File: config.mk
export PLATFORM = sky130hd
export DESIGN_NAME = spi_rx_ip
export DESIGN_NICKNAME = d
export VERILOG_FILES = /design/src/rtl/spi_rx_ip.sv
export SDC_FILE = /design/constraint.sdc
export NUM_CORES = 1
export LEC_CHECK = 0
export ABC_AREA = 1
export BUFFER_PORTS_ARGS = -buffer_cell sky130_fd_sc_hd__buf_2
export CAP_MARGIN = 20
export CORE_ASPECT_RATIO = 1.2
export CORE_MARGIN = 1.5
export CORE_UTILIZATION = 54
export CTS_CLUSTER_DIAMETER = 50
export DETAILED_ROUTE_END_ITERATION = 7
export GPL_TIMING_DRIVEN = 0
export PLACE_DENSITY_LB_ADDON = 0.2
export RECOVER_POWER = 25
export SYNTH_ARGS = -nofsm -noshare
export SYNTH_HDL_FRONTEND = slang
export SYNTH_SLANG_ARGS = --single-unit
File: constraint.sdc
create_clock -name clk -period 1.56 [get_ports clk]
set_input_delay 0.312 -clock clk [delete_from_list [all_inputs] [get_ports clk]]
set_output_delay 0.312 -clock clk [all_outputs]
set_load 0.005 [all_outputs]
File: src/rtl/spi_rx_ip.sv
// SPI mode-0 byte receiver with input synchronizers and a valid/ready output handshake.
// Optional macro SPI_RX_FRAME_ERR_EN adds a one-cycle frame_err pulse when cs rises mid-byte.
//   state | meaning
//   IDLE  | synced cs high, scl edges ignored
//   SHIFT | synced cs low, bits shifted on scl rising edges
module spi_rx_ip #(
  parameter int SYNC_STAGES = 2
) (
  input  logic       clk,
  input  logic       reset,
  input  logic       scl,
  input  logic       sda,
  input  logic       cs,
  input  logic       rx_ready,
  output logic [7:0] rx_data,
  output logic       rx_valid,
  output logic       overrun,
  output logic       frame_err
);

  typedef enum logic {IDLE, SHIFT} state_t;

  state_t                 state, state_nxt;
  logic [SYNC_STAGES-1:0] scl_ff, sda_ff, cs_ff;
  logic                   scl_s, sda_s, cs_s;
  logic                   scl_d, cs_d;
  logic                   scl_rise, cs_fall, cs_rise;
  logic [2:0]             bit_cnt;
  logic [7:0]             shift_q;
  logic [7:0]             byte_new;
  logic                   frame_start, shift_en, byte_done;

  // scl and sda share the same depth so a sampled bit lines up with its clock edge
  always_ff @(posedge clk or posedge reset) begin
    if (reset) begin
      scl_ff <= '0;
      sda_ff <= '0;
      cs_ff  <= '1;
      scl_d  <= 1'b0;
      cs_d   <= 1'b1;
    end else begin
      scl_ff <= {scl_ff[SYNC_STAGES-2:0], scl};
      sda_ff <= {sda_ff[SYNC_STAGES-2:0], sda};
      cs_ff  <= {cs_ff[SYNC_STAGES-2:0], cs};
      scl_d  <= scl_s;
      cs_d   <= cs_s;
    end
  end

  assign scl_s    = scl_ff[SYNC_STAGES-1];
  assign sda_s    = sda_ff[SYNC_STAGES-1];
  assign cs_s     = cs_ff[SYNC_STAGES-1];
  assign scl_rise = scl_s & ~scl_d;
  assign cs_fall  = cs_d & ~cs_s;
  assign cs_rise  = ~cs_d & cs_s;
  assign byte_new = {shift_q[6:0], sda_s};

  always_ff @(posedge clk or posedge reset) begin
    if (reset) state <= IDLE;
    else       state <= state_nxt;
  end

  always_comb begin
    state_nxt = state;
    case (state)
      IDLE:    if (cs_fall) state_nxt = SHIFT;
      SHIFT:   if (cs_rise) state_nxt = IDLE;
      default: state_nxt = IDLE;
    endcase
  end

`ifdef SPI_RX_FRAME_ERR_EN
  logic partial_abort;
`endif

  always_comb begin
    frame_start = (state == IDLE) && cs_fall;
    shift_en    = (state == SHIFT) && scl_rise;
    byte_done   = shift_en && (bit_cnt == 3'd7);
`ifdef SPI_RX_FRAME_ERR_EN
    partial_abort = (state == SHIFT) && cs_rise && (bit_cnt != 3'd0);
`endif
  end

  always_ff @(posedge clk or posedge reset) begin
    if (reset) begin
      bit_cnt <= 3'd0;
      shift_q <= 8'h00;
    end else if (frame_start) begin
      bit_cnt <= 3'd0;
      shift_q <= 8'h00;
    end else if (shift_en) begin
      bit_cnt <= bit_cnt + 3'd1;
      shift_q <= byte_new;
    end
  end

  // A completing byte wins over a pending one only if the pending byte is being accepted now
  always_ff @(posedge clk or posedge reset) begin
    if (reset) begin
      rx_data  <= 8'h00;
      rx_valid <= 1'b0;
      overrun  <= 1'b0;
    end else begin
      if (byte_done) begin
        if (!rx_valid || rx_ready) begin
          rx_data  <= byte_new;
          rx_valid <= 1'b1;
        end else begin
          overrun  <= 1'b1;
        end
      end else if (rx_valid && rx_ready) begin
        rx_valid <= 1'b0;
      end
      if (frame_start) overrun <= 1'b0;
    end
  end

`ifdef SPI_RX_FRAME_ERR_EN
  always_ff @(posedge clk or posedge reset) begin
    if (reset) frame_err <= 1'b0;
    else       frame_err <= partial_abort;
  end
`else
  assign frame_err = 1'b0;
`endif

endmodule

# Word-level counts from Yosys, hierarchy flattened

Cells that the tools add are included.

Flip-flop bits (word level): 29
Input port bits: 6

Equality and inequality tests: 3
Add/sub/neg operators: 1
Bitwise operators: 7
Reductions and logical operators: 12
Mux-type cells: 13

Operators by type and width:

| operator                                       | count |
|---|---|
| 2-to-1 mux 7 bit                               | 2 |
| 2-to-1 mux 1 bit                               | 8 |
| 2-to-1 mux 3 bit                               | 2 |
| AND reduction 2 bit                            | 3 |
| nonzero test 2 bit                             | 3 |
| logical AND 1 bit                              | 4 |
| NOT 1 bit                                      | 4 |
| adder 3 x 1 -> 3 bit (second input constant)   | 1 |
| AND 1 bit                                      | 3 |
| equality test 3 bit (second input constant)    | 1 |
| != test 2 x 1 -> 1 bit (second input constant) | 1 |
| != test 2 bit (second input constant)          | 1 |
| one-hot mux 1 bit (2 select lines)             | 1 |
| zero test 1 bit                                | 1 |
| logical OR 1 bit                               | 1 |

# Logic depth before layout (Yosys ltp)

Gate-level depths: netlist (run 1).

Depth in word-level cells: 6
Gate-level depth with buffers: 6
Gate-level depth less buffers: 6

# Worst setup path before layout (run 1)

Ideal clock, no wire load.

Path kind: flip-flop to flip-flop
Start: register bit_cnt[0]
End: register rx_data[0]
Cell stages (with the launch flop): 7
Period minus slack after synthesis: 1,146 ps
Path buffers: 0
Setup slack: 414 ps
Arrival time: 1,028 ps
Library setup time: 118 ps
Cell sequence: dfrtp_1 -> ha_1 -> ha_1 -> inv_1 -> nor2_4 -> nand3_1 -> nand2_1

Longest elaborated chain between the ends: 3

RTL lines:

| element                       | RTL line | text |
|---|---|---|
| start: declaration            | 28       | `logic [2:0] bit_cnt;` |
| start signal: assignment      | 93       | `bit_cnt <= bit_cnt + 3'd1;` |
| equality test 3 bit           | 79       | `byte_done = shift_en && (bit_cnt == 3'd7);` |
| logical AND 1 bit             | 79       |  |
| AND reduction 2 bit (no line) | --       |  |
| end signal: assignment        | 107      | `rx_data <= byte_new;` |
| end: declaration              | 15       | `output logic [7:0] rx_data,` |

Every way passes these cells.
A chain may end at the register's enable or synchronous reset.

# Final worst setup path (run 1)

Start: register bit_cnt[0]
End: register rx_data[1]

Same word-level chain as after synthesis.

==> run summary, run 1 <==
RSZ-0062 raised after global routing: no
Arrival @ worst endpoint: 1.53 ns
Critical path, cell by cell: ha_1, ha_1, inv_1, nor2_4, nand3_1, nand2_1
Fin. Hold Viols: 0
CTS Buffer Depth: 2
Final min period: 1.27 ns
Yosys cell types: 19
Sequential share of power: 60.5%
Achievable Freq: 787 MHz
Postcts setup bufs: 0
Global route total overflow: 0
Mapped cell area: 1140 um^2
# clock sinks: 29
Largest net degree at the start of global routing: 30
Sw frac: 25.4%
CP Buf/Inv Count: 1
Syn nets: 114
Avg WL per Cell: 11.6 um
Setup crit end kind: register
Post-Synthesis Cells: 106
Internal power: 0.00104 W
Total power: 0.00140 W
Clk_lat worst skew: 0.32 ns
Global-route wire length before repair: 3080 um
Crit path max-delay cell type: dfrtp_1
Count of pins over their slew limit: 0
Post-DRT Antenna Nets: 0
Status: complete, no violations
Starting Density: 56.4%
Post-CTS Resized: 0
CTS clk-pin slew, worst paths: 0.09 ns
Root Buffer Master: clkbuf_4
Starting DRC count in detailed routing: 9
Post-Route Skew: 0.00973 ns
Final setup TNS: 0 ns
Clock power frac: 29.2%
Area added between synthesis and finish: 14.5%
Commonest non-fill, non-tap cell in the layout: dfrtp_1
P per Cell Area: 1070 nW/um^2
Final Net Count: 137
Lkg Pwr: 0.711 nW
Hold-fix buffers, CTS: 0
Avg Vias per Cell: 4.93
Gr usage total: 19.0%
IO Port Bufs: 15
Delay-heaviest family, CP: adder cells
Ratio of cells with drive above 1 in the final layout: 28.5%
CTS buffer count: 5
Initial antenna violation count: 0
Diode count: 0
Cell mode on critical path: ha_1
Gp weighted congestion: 0.698
Core Region: 2030 um^2
Slowest stage delay, CP: 0.36 ns
Tightest Hold Check Type: in2async
H-tree depth: 2
CP required: 1.82 ns
Max FO, Critical Path: 8
Final Setup Violations: 0
Dpl hpwl: 1220 um
Post-synthesis sequential area ratio: 63.9%
IO Pins: 17
Drc violations: 0
P_sw: 0.000355 W
Die Y: 53.4 um
Worst setup path class: reg2reg
Filler Cell Count: 166
Vias in the first global route: 721
First-pass DRT Iterations: 4
Synth Register Bits: 29
Max cap viols: 0
Tcrit/Tclk final: 81.4%
CP Launch Type: register
VDD IR max: 0.740 mV
Combinational share of power: 10.3%
Slew @ Worst Pin: 0.542 ns
Relative slew slack: 63.8%
Mean post-synth cell area: 10.8 um^2
Die W: 45.0 um
Die area: 2400 um^2
DRT Wirelength: 1740 um
CTS tree: yes
Area of the multi-input gates: 338 um^2
# rows: 18
FF+latch area: 729 um^2
Most frequent cells in the layout: 26 x dfrtp_1, 23 x nand2_1, 15 x inv_1, 15 x buf_2, 13 x nand3_1
Synth Warn #: 0
Vias post-DR: 739
-- cells by family (layout without fill, tap and decap cells) --
family | count (synthesis) | count (layout) | share of synthesized area (%)
AOI/OAI and AO/OA | 10 | 10 | 5.48
adders and majority gates | 2 | 2 | 2.19
buffers and inverters | 17 | 41 | 6.57
DFF | 29 | 29 | 63.9
other | 1 | 1 | 0.328
and+or+nand+nor | 47 | 47 | 21.6
-- through the flow --
step | utilization (%) | cells | hold WS (ns) | setup slack [ns] | area, um^2
2_1_floorplan | - | 106 | 0.316 | 0.414 | 1140
3_3_place_gp | 61.3 | 141 | 0.332 | 0.297 | 1240
3_5_place_dp | 61.3 | 141 | 0.337 | 0.255 | 1240
4_1_cts | 63.8 | 149 | 0.0740 | 0.274 | 1290
5_1_grt | 64.5 | 150 | 0.0517 | 0.153 | 1310
6_report | 64.5 | 150 | 0.0150 | 0.290 | 1310
-- sequential cells by signal, summed over array words and instances (netlist names) --
| register | count |
|---|---|
| sda_ff | 2 |
| overrun | 1 |
| rx_data | 8 |
| scl_d | 1 |
| cs_ff | 2 |
| scl_ff | 2 |
| bit_cnt | 3 |
| state | 1 |
| rx_valid | 1 |
| shift_q | 7 |
| cs_d | 1 |
-- routing by layer --
layer / track usage, % / routed length, um / vias up
li1: - / - / 383
met1: 20.6 / 746 / 329
met2: 31.2 / 858 / 19
met3: 5.12 / 75 / 8
met4: 13.2 / 60 / 0
met5: 0 / 0 / -
-- worst paths after layout --
kind	from	end	slack, ns	cells past startpoint
hold / removal	reset	shift_q[5]	0.02	2
max in group asynchronous	reset	rx_data[4]	1.04	3
setup / recovery	bit_cnt[0]	rx_data[1]	0.29	6
hold reg to reg	scl_ff[0]	scl_ff[1]	0.35	0
setup reg to reg	bit_cnt[0]	rx_data[1]	0.29	6
min in group clk	sda	sda_ff[0]	0.09	1
-- power by group through the flow --
stage          logic (W)  registers, W  clock network (W)
2_1_floorplan   0.000114      0.000853                  0
3_3_place_gp    0.000136      0.000858                  0
3_5_place_dp    0.000142      0.000861                  0
4_1_cts         0.000143      0.000846           0.000427
5_1_grt         0.000170      0.000856           0.000446
6_report        0.000144      0.000845           0.000409
-- area by class of cell --
type	instances	share of cell area, %
buffer	2	1.44
clock inverter	1	0.383
timing repair buffer	16	6.89
sequential	29	55.8
multi-input combinational	60	25.8
tap	20	1.91
clock buffer	7	3.44
inverter	15	4.31
-- worst reg2reg max path: cells and delay by family (launching register included) --
family / cells / cell delay, ns
AND/OR/NAND/NOR: 3 / 0.35
flip-flops: 1 / 0.36
buffers and inverters: 1 / 0.10
adder cells (fa/ha/maj): 2 / 0.39
-- cell usage after synthesis, drive strengths merged --
library cell / n / area [um^2]
a21oi: 1 / 5.00
buf: 2 / 18.8
conb: 1 / 3.75
dfrtp: 26 / 651
dfstp: 3 / 78.8
ha: 2 / 25.0
inv: 15 / 56.3
nand2: 26 / 110
nand3: 16 / 103
nor2: 5 / 33.8
o21ai: 5 / 32.5
o22ai: 4 / 25.0
Power figures use the tool's default switching activity.
==> run 2, diff against run 1 <==
Clock period 1.56 ns to 1.2 ns, I/O delays scaled along.
==> run 2 against run 1 <==
  * Register-to-register slack worse by 0.31 ns
  * First-iteration DRC count increased by 33%
  * Sequential power grew 31%
  * Flip-flop and latch count stayed put
  * Clock skew is 0.0037 ns higher
  * Clock power rose by 34%
  * Worst setup slack got worse by 0.31 ns
  * Clock-buffer cell count is the same
  * Non-clock buffer count rose by 3
  * The flow now finishes with violations (negative setup slack)
  * Via count rose by 5.1%
==> run summary, run 2 (synthesis gave the netlist of run 1 again) <==
Status: complete, but fails checks
Violations in the final reports: negative setup slack
Clk_lat worst skew: 0.33 ns
DP Area: 1240 um^2
Final setup TNS: -0.0159 ns
Core Util, Final: 69.0%
Dpl ws: -0.0581 ns
Max FO, Critical Path: 4
Starting Density: 56.4%
Gr usage total: 19.8%
CTS buffer count: 5
Final Net Count: 141
CTS clk-pin slew, worst paths: 0.09 ns
FF-to-FF setup slack: -0.02 ns
VDD IR max: 0.879 mV
CP Launch Type: register
Filler Cell Count: 151
CP required: 1.47 ns
Tcrit/Tclk final: 101%
IO Pins: 17
Critical Path Source: bit_cnt[0]
Root Buffer Master: clkbuf_4
CTS tree: yes
Most frequent cells in the layout: 26 x dfrtp_1, 23 x nand2_1, 15 x buf_2, 14 x inv_1, 12 x nand3_1
Area of the multi-input gates: 375 um^2
Tightest Hold Check Type: in2reg
Drc violations: 0
DRT Wirelength: 2060 um
Largest registers: rx_data x8, shift_q x7, bit_cnt x3
Post-DRT Antenna Nets: 0
IO Port Bufs: 15
Commonest non-fill, non-tap cell in the layout: dfrtp_1
Achievable Freq: 822 MHz
Diode count: 0
Final Setup Violations: 1
Vias post-DR: 777
Largest net degree at the start of global routing: 30
Reg with most FFs: rx_data
Count of pins over their slew limit: 0
Starting DRC count in detailed routing: 12
Avg Vias per Cell: 5.05
# rows: 18
Design Area, Final: 1400 um^2
Initial antenna violation count: 0
First-pass DRT Iterations: 4
Fin. Hold Viols: 0
Final worst slack: -0.0159 ns
Ratio of cells with drive above 1 in the final layout: 32.1%
Final min period: 1.22 ns
Post-Route Skew: 0.0134 ns
FF+latch area: 729 um^2
Max cap viols: 0
Placed insts: 141
# clock sinks: 29
Dpl hpwl: 1220 um
Worst setup path class: reg2reg
RSZ-0062 raised after global routing: yes
Global-route wire length before repair: 3170 um
Core Region: 2030 um^2
Die area: 2400 um^2
Post-Layout Cell Count: 154
Die W: 45.0 um
Arrival @ worst endpoint: 1.49 ns
Die Y: 53.4 um
Gp weighted congestion: 0.698
H-tree depth: 2
Hold path start: sda
FF-to-FF Start: bit_cnt[0]
Max reg flops: 8
Slew @ Worst Pin: 0.559 ns
Lkg Pwr: 0.728 nW
Global route total overflow: 0
Setup crit end kind: register
Vias in the first global route: 707
Relative slew slack: 62.7%
CTS Buffer Depth: 2
P per Cell Area: 1340 nW/um^2
Area added between synthesis and finish: 22.3%
Avg WL per Cell: 13.4 um
-- run 2: area by class of cell --
type,count,share of cell area [%]
sequential,29,52.2
multi-input combinational,61,26.9
timing repair buffer,19,10.2
inverter,15,4.03
clock buffer,7,3.22
tap,20,1.79
buffer,2,1.34
clock inverter,1,0.358
-- run 2: worst max-delay path, cell delays in order (launching register included) --
cell     delay, ns
dfrtp_1       0.39
ha_2          0.20
ha_4          0.17
buf_12        0.13
nand3_4       0.09
nand2_1       0.09
nand2_1       0.09
-- run 2: final timing paths --
path | endpoint | cells past startpoint
min | sda_ff[0] | 1
max | rx_data[2] | 6
min in group asynchronous | shift_q[0] | 3
max reg2reg | rx_data[2] | 6
min reg2reg | scl_ff[1] | 0
max in group asynchronous | cs_d | 4
-- run 2: report_power, final --
group / switching (W) / internal, W
sequential: 0.0000514 / 0.00105
clock: 0.000322 / 0.000228
combinational: 0.000122 / 0.0000892
total: 0.000496 / 0.00137
-- run 2: routing by layer --
metal  track usage (%)  part of all wire [%]
met3              8.19                   2.9
met4              11.8                   2.4
met2              31.2                    53
met5                 0                     0
met1              22.0                    42
-- run 2: through the flow --
| step | total power [W] | hold WS [ns] |
|---|---|---|
| after floorplan | 0.00126 | 0.244 |
| after detailed placement | 0.00130 | 0.337 |
| final | 0.00187 | 0.00338 |
| after global placement | 0.00129 | 0.332 |
| after global routing | 0.00196 | -0.00134 |
| after CTS | 0.00185 | 0.00205 |
-- run 2: repair_timing --
item                                    in CTS  in global routing
buffers inserted                             0                  1
endpoints found under the setup margin       8                  8
hold endpoints to repair                     0                  8
hold buffers                                 0                  2
pin swaps                                    1                  2
gates cloned                                 0                  1
resized for setup                            3                  3
==> run 3, diff against run 2 <==
Settings changed: BUFFER_PORTS_ARGS -buffer_cell sky130_fd_sc_hd__buf_2 to unset, CORE_UTILIZATION 54 to 55, DONT_BUFFER_PORTS set to 1.
==> run 3 against run 2 <==
  * The flow finishes with violations (design-rule violations, negative setup slack)
  * Critical path type unchanged
  * Design area down 1.2%
  * Power up 2.0%
  * Clock power up 3%
  * Wire length down 13%
  * Combinational power up 2%
  * Maximum frequency up 0.88%
  * Flip-flop and latch count unchanged
==> run summary, run 3 (synthesis gave the netlist of run 1 again) <==
Status: complete, but fails checks
Violations in the final reports: design-rule violations, negative setup slack
DRT Wirelength: 1790 um
Max FO, Critical Path: 9
IO Pins: 17
CP required: 1.46 ns
# rows: 17
Initial antenna violation count: 0
Most frequent cells in the layout: 26 x dfrtp_1, 23 x nand2_1, 14 x inv_1, 10 x nand3_2
Core Util, Final: 73.0%
Post-DRT Antenna Nets: 0
Final worst slack: -0.00530 ns
Diode count: 0
Core Region: 1890 um^2
Worst hold slack: 0.107 ns
IO Port Bufs: 0
CTS tree: yes
Final Net Count: 128
VDD IR max: 1.04 mV
Tcrit/Tclk final: 100%
Dpl ws: -0.0692 ns
Crit path max-delay cell type: dfrtp_1
Avg Vias per Cell: 5.27
Count of pins over their slew limit: 0
Achievable Freq: 830 MHz
CTS Buffer Depth: 2
Final min period: 1.21 ns
Largest net degree at the start of global routing: 30
Worst setup path class: reg2reg
Arrival @ worst endpoint: 1.46 ns
Vias in the first global route: 710
Commonest non-fill, non-tap cell in the layout: dfrtp_1
Drc violations: 2
Gr usage total: 18.7%
Avg WL per Cell: 12.9 um
DP Area: 1170 um^2
Area added between synthesis and finish: 20.9%
P per Cell Area: 1380 nW/um^2
Design Area, Final: 1380 um^2
CTS clk-pin slew, worst paths: 0.08 ns
CTS buffer count: 5
Tightest Hold Check Type: in2reg
CP Launch Type: register
RSZ-0062 raised after global routing: yes
Total power: 0.00190 W
Die Y: 52.9 um
# clock sinks: 29
Filler Cell Count: 133
Starting Density: 60.3%
Setup crit end kind: register
Slowest stage delay, CP: 0.42 ns
Reg with most FFs: rx_data
Dpl hpwl: 1120 um
Global-route wire length before repair: 3060 um
Clk_lat worst skew: 0.31 ns
Ratio of cells with drive above 1 in the final layout: 29.2%
H-tree depth: 2
First-pass DRT Iterations: 6
Die area: 2360 um^2
Critical path, cell by cell: ha_4, ha_4, buf_4, nand3_4, nand2_1, nand2_1
Fin. Hold Viols: 0
Largest registers: rx_data x8, shift_q x7, bit_cnt x3
Root Buffer Master: clkbuf_4
Delay-heaviest family, CP: flip-flops
Max cap viols: 0
Gp weighted congestion: 0.701
CP Buf/Inv Count: 1
Lkg Pwr: 0.669 nW
Post-Route Skew: 0.00784 ns
Final Setup Violations: 3
Die W: 44.6 um
Vias post-DR: 733
Global route total overflow: 0
Max reg flops: 8
Starting DRC count in detailed routing: 5
[run 3: tightest hold or removal path, cell delays in order]
cell and delay (ns):
nor2_1 0.03, nand3_1 0.06, a21oi_1 0.05
[run 3: cell type report]
class | instances | area (um^2) | share of cell area [%]
clock buffers | 7 | 55.1 | 3.99
well taps | 19 | 23.8 | 1.72
repair buffers | 7 | 95.1 | 6.88
plain buffers | 2 | 18.8 | 1.36
multi-input cells | 60 | 403 | 29.2
inverters | 15 | 56.3 | 4.08
flip-flops and latches | 29 | 729 | 52.8
[run 3: power by group]
part           switching [W]  internal (W)  total, W
combinational       0.000119     0.0000971  0.000216
clock               0.000292      0.000276  0.000568
sequential         0.0000653       0.00105   0.00112
total               0.000475       0.00143   0.00190
[run 3: worst paths after layout]
| check | startpoint | endpoint | slack, ns | cells after the start |
|---|---|---|---|---|
| worst max-delay path | bit_cnt[1] | rx_data[0] | -0.005 | 6 |
| worst min-delay path | rx_ready | overrun | 0.11 | 3 |
| worst max register to register | bit_cnt[1] | rx_data[0] | -0.005 | 6 |
| worst min register to register | sda_ff[0] | sda_ff[1] | 0.35 | 0 |
| max in group asynchronous | reset | bit_cnt[1] | 0.40 | 3 |
| min in group asynchronous | reset | overrun | 0.37 | 2 |
[run 3: through the flow]
stage / setup TNS [ns] / std cells
final: -0.0127 / 139
after global routing: -0.600 / 139
after CTS: 0 / 135
after detailed placement: -0.467 / 125
after global placement: -0.232 / 125
after floorplan: 0 / 106
[run 3: what timing repair did]
item | in CTS | in global routing
gates resized for setup | 2 | 11
pin swaps | 1 | 5
setup endpoints to repair | 8 | 8
hold buffers | 3 | 1
setup buffers | 0 | 2
cloned | 0 | 0
endpoints found under the hold margin | 3 | 6
[run 3: per-layer routing]
layer | vias to the layer above | track usage, % | part of all wire (%)
li1 | 366 | - | -
met1 | 346 | 23.2 | 45
met2 | 16 | 28.3 | 49
met3 | 5 | 6.14 | 4.5
met4 | 0 | 10.6 | 1.8
met5 | - | 0 | 0
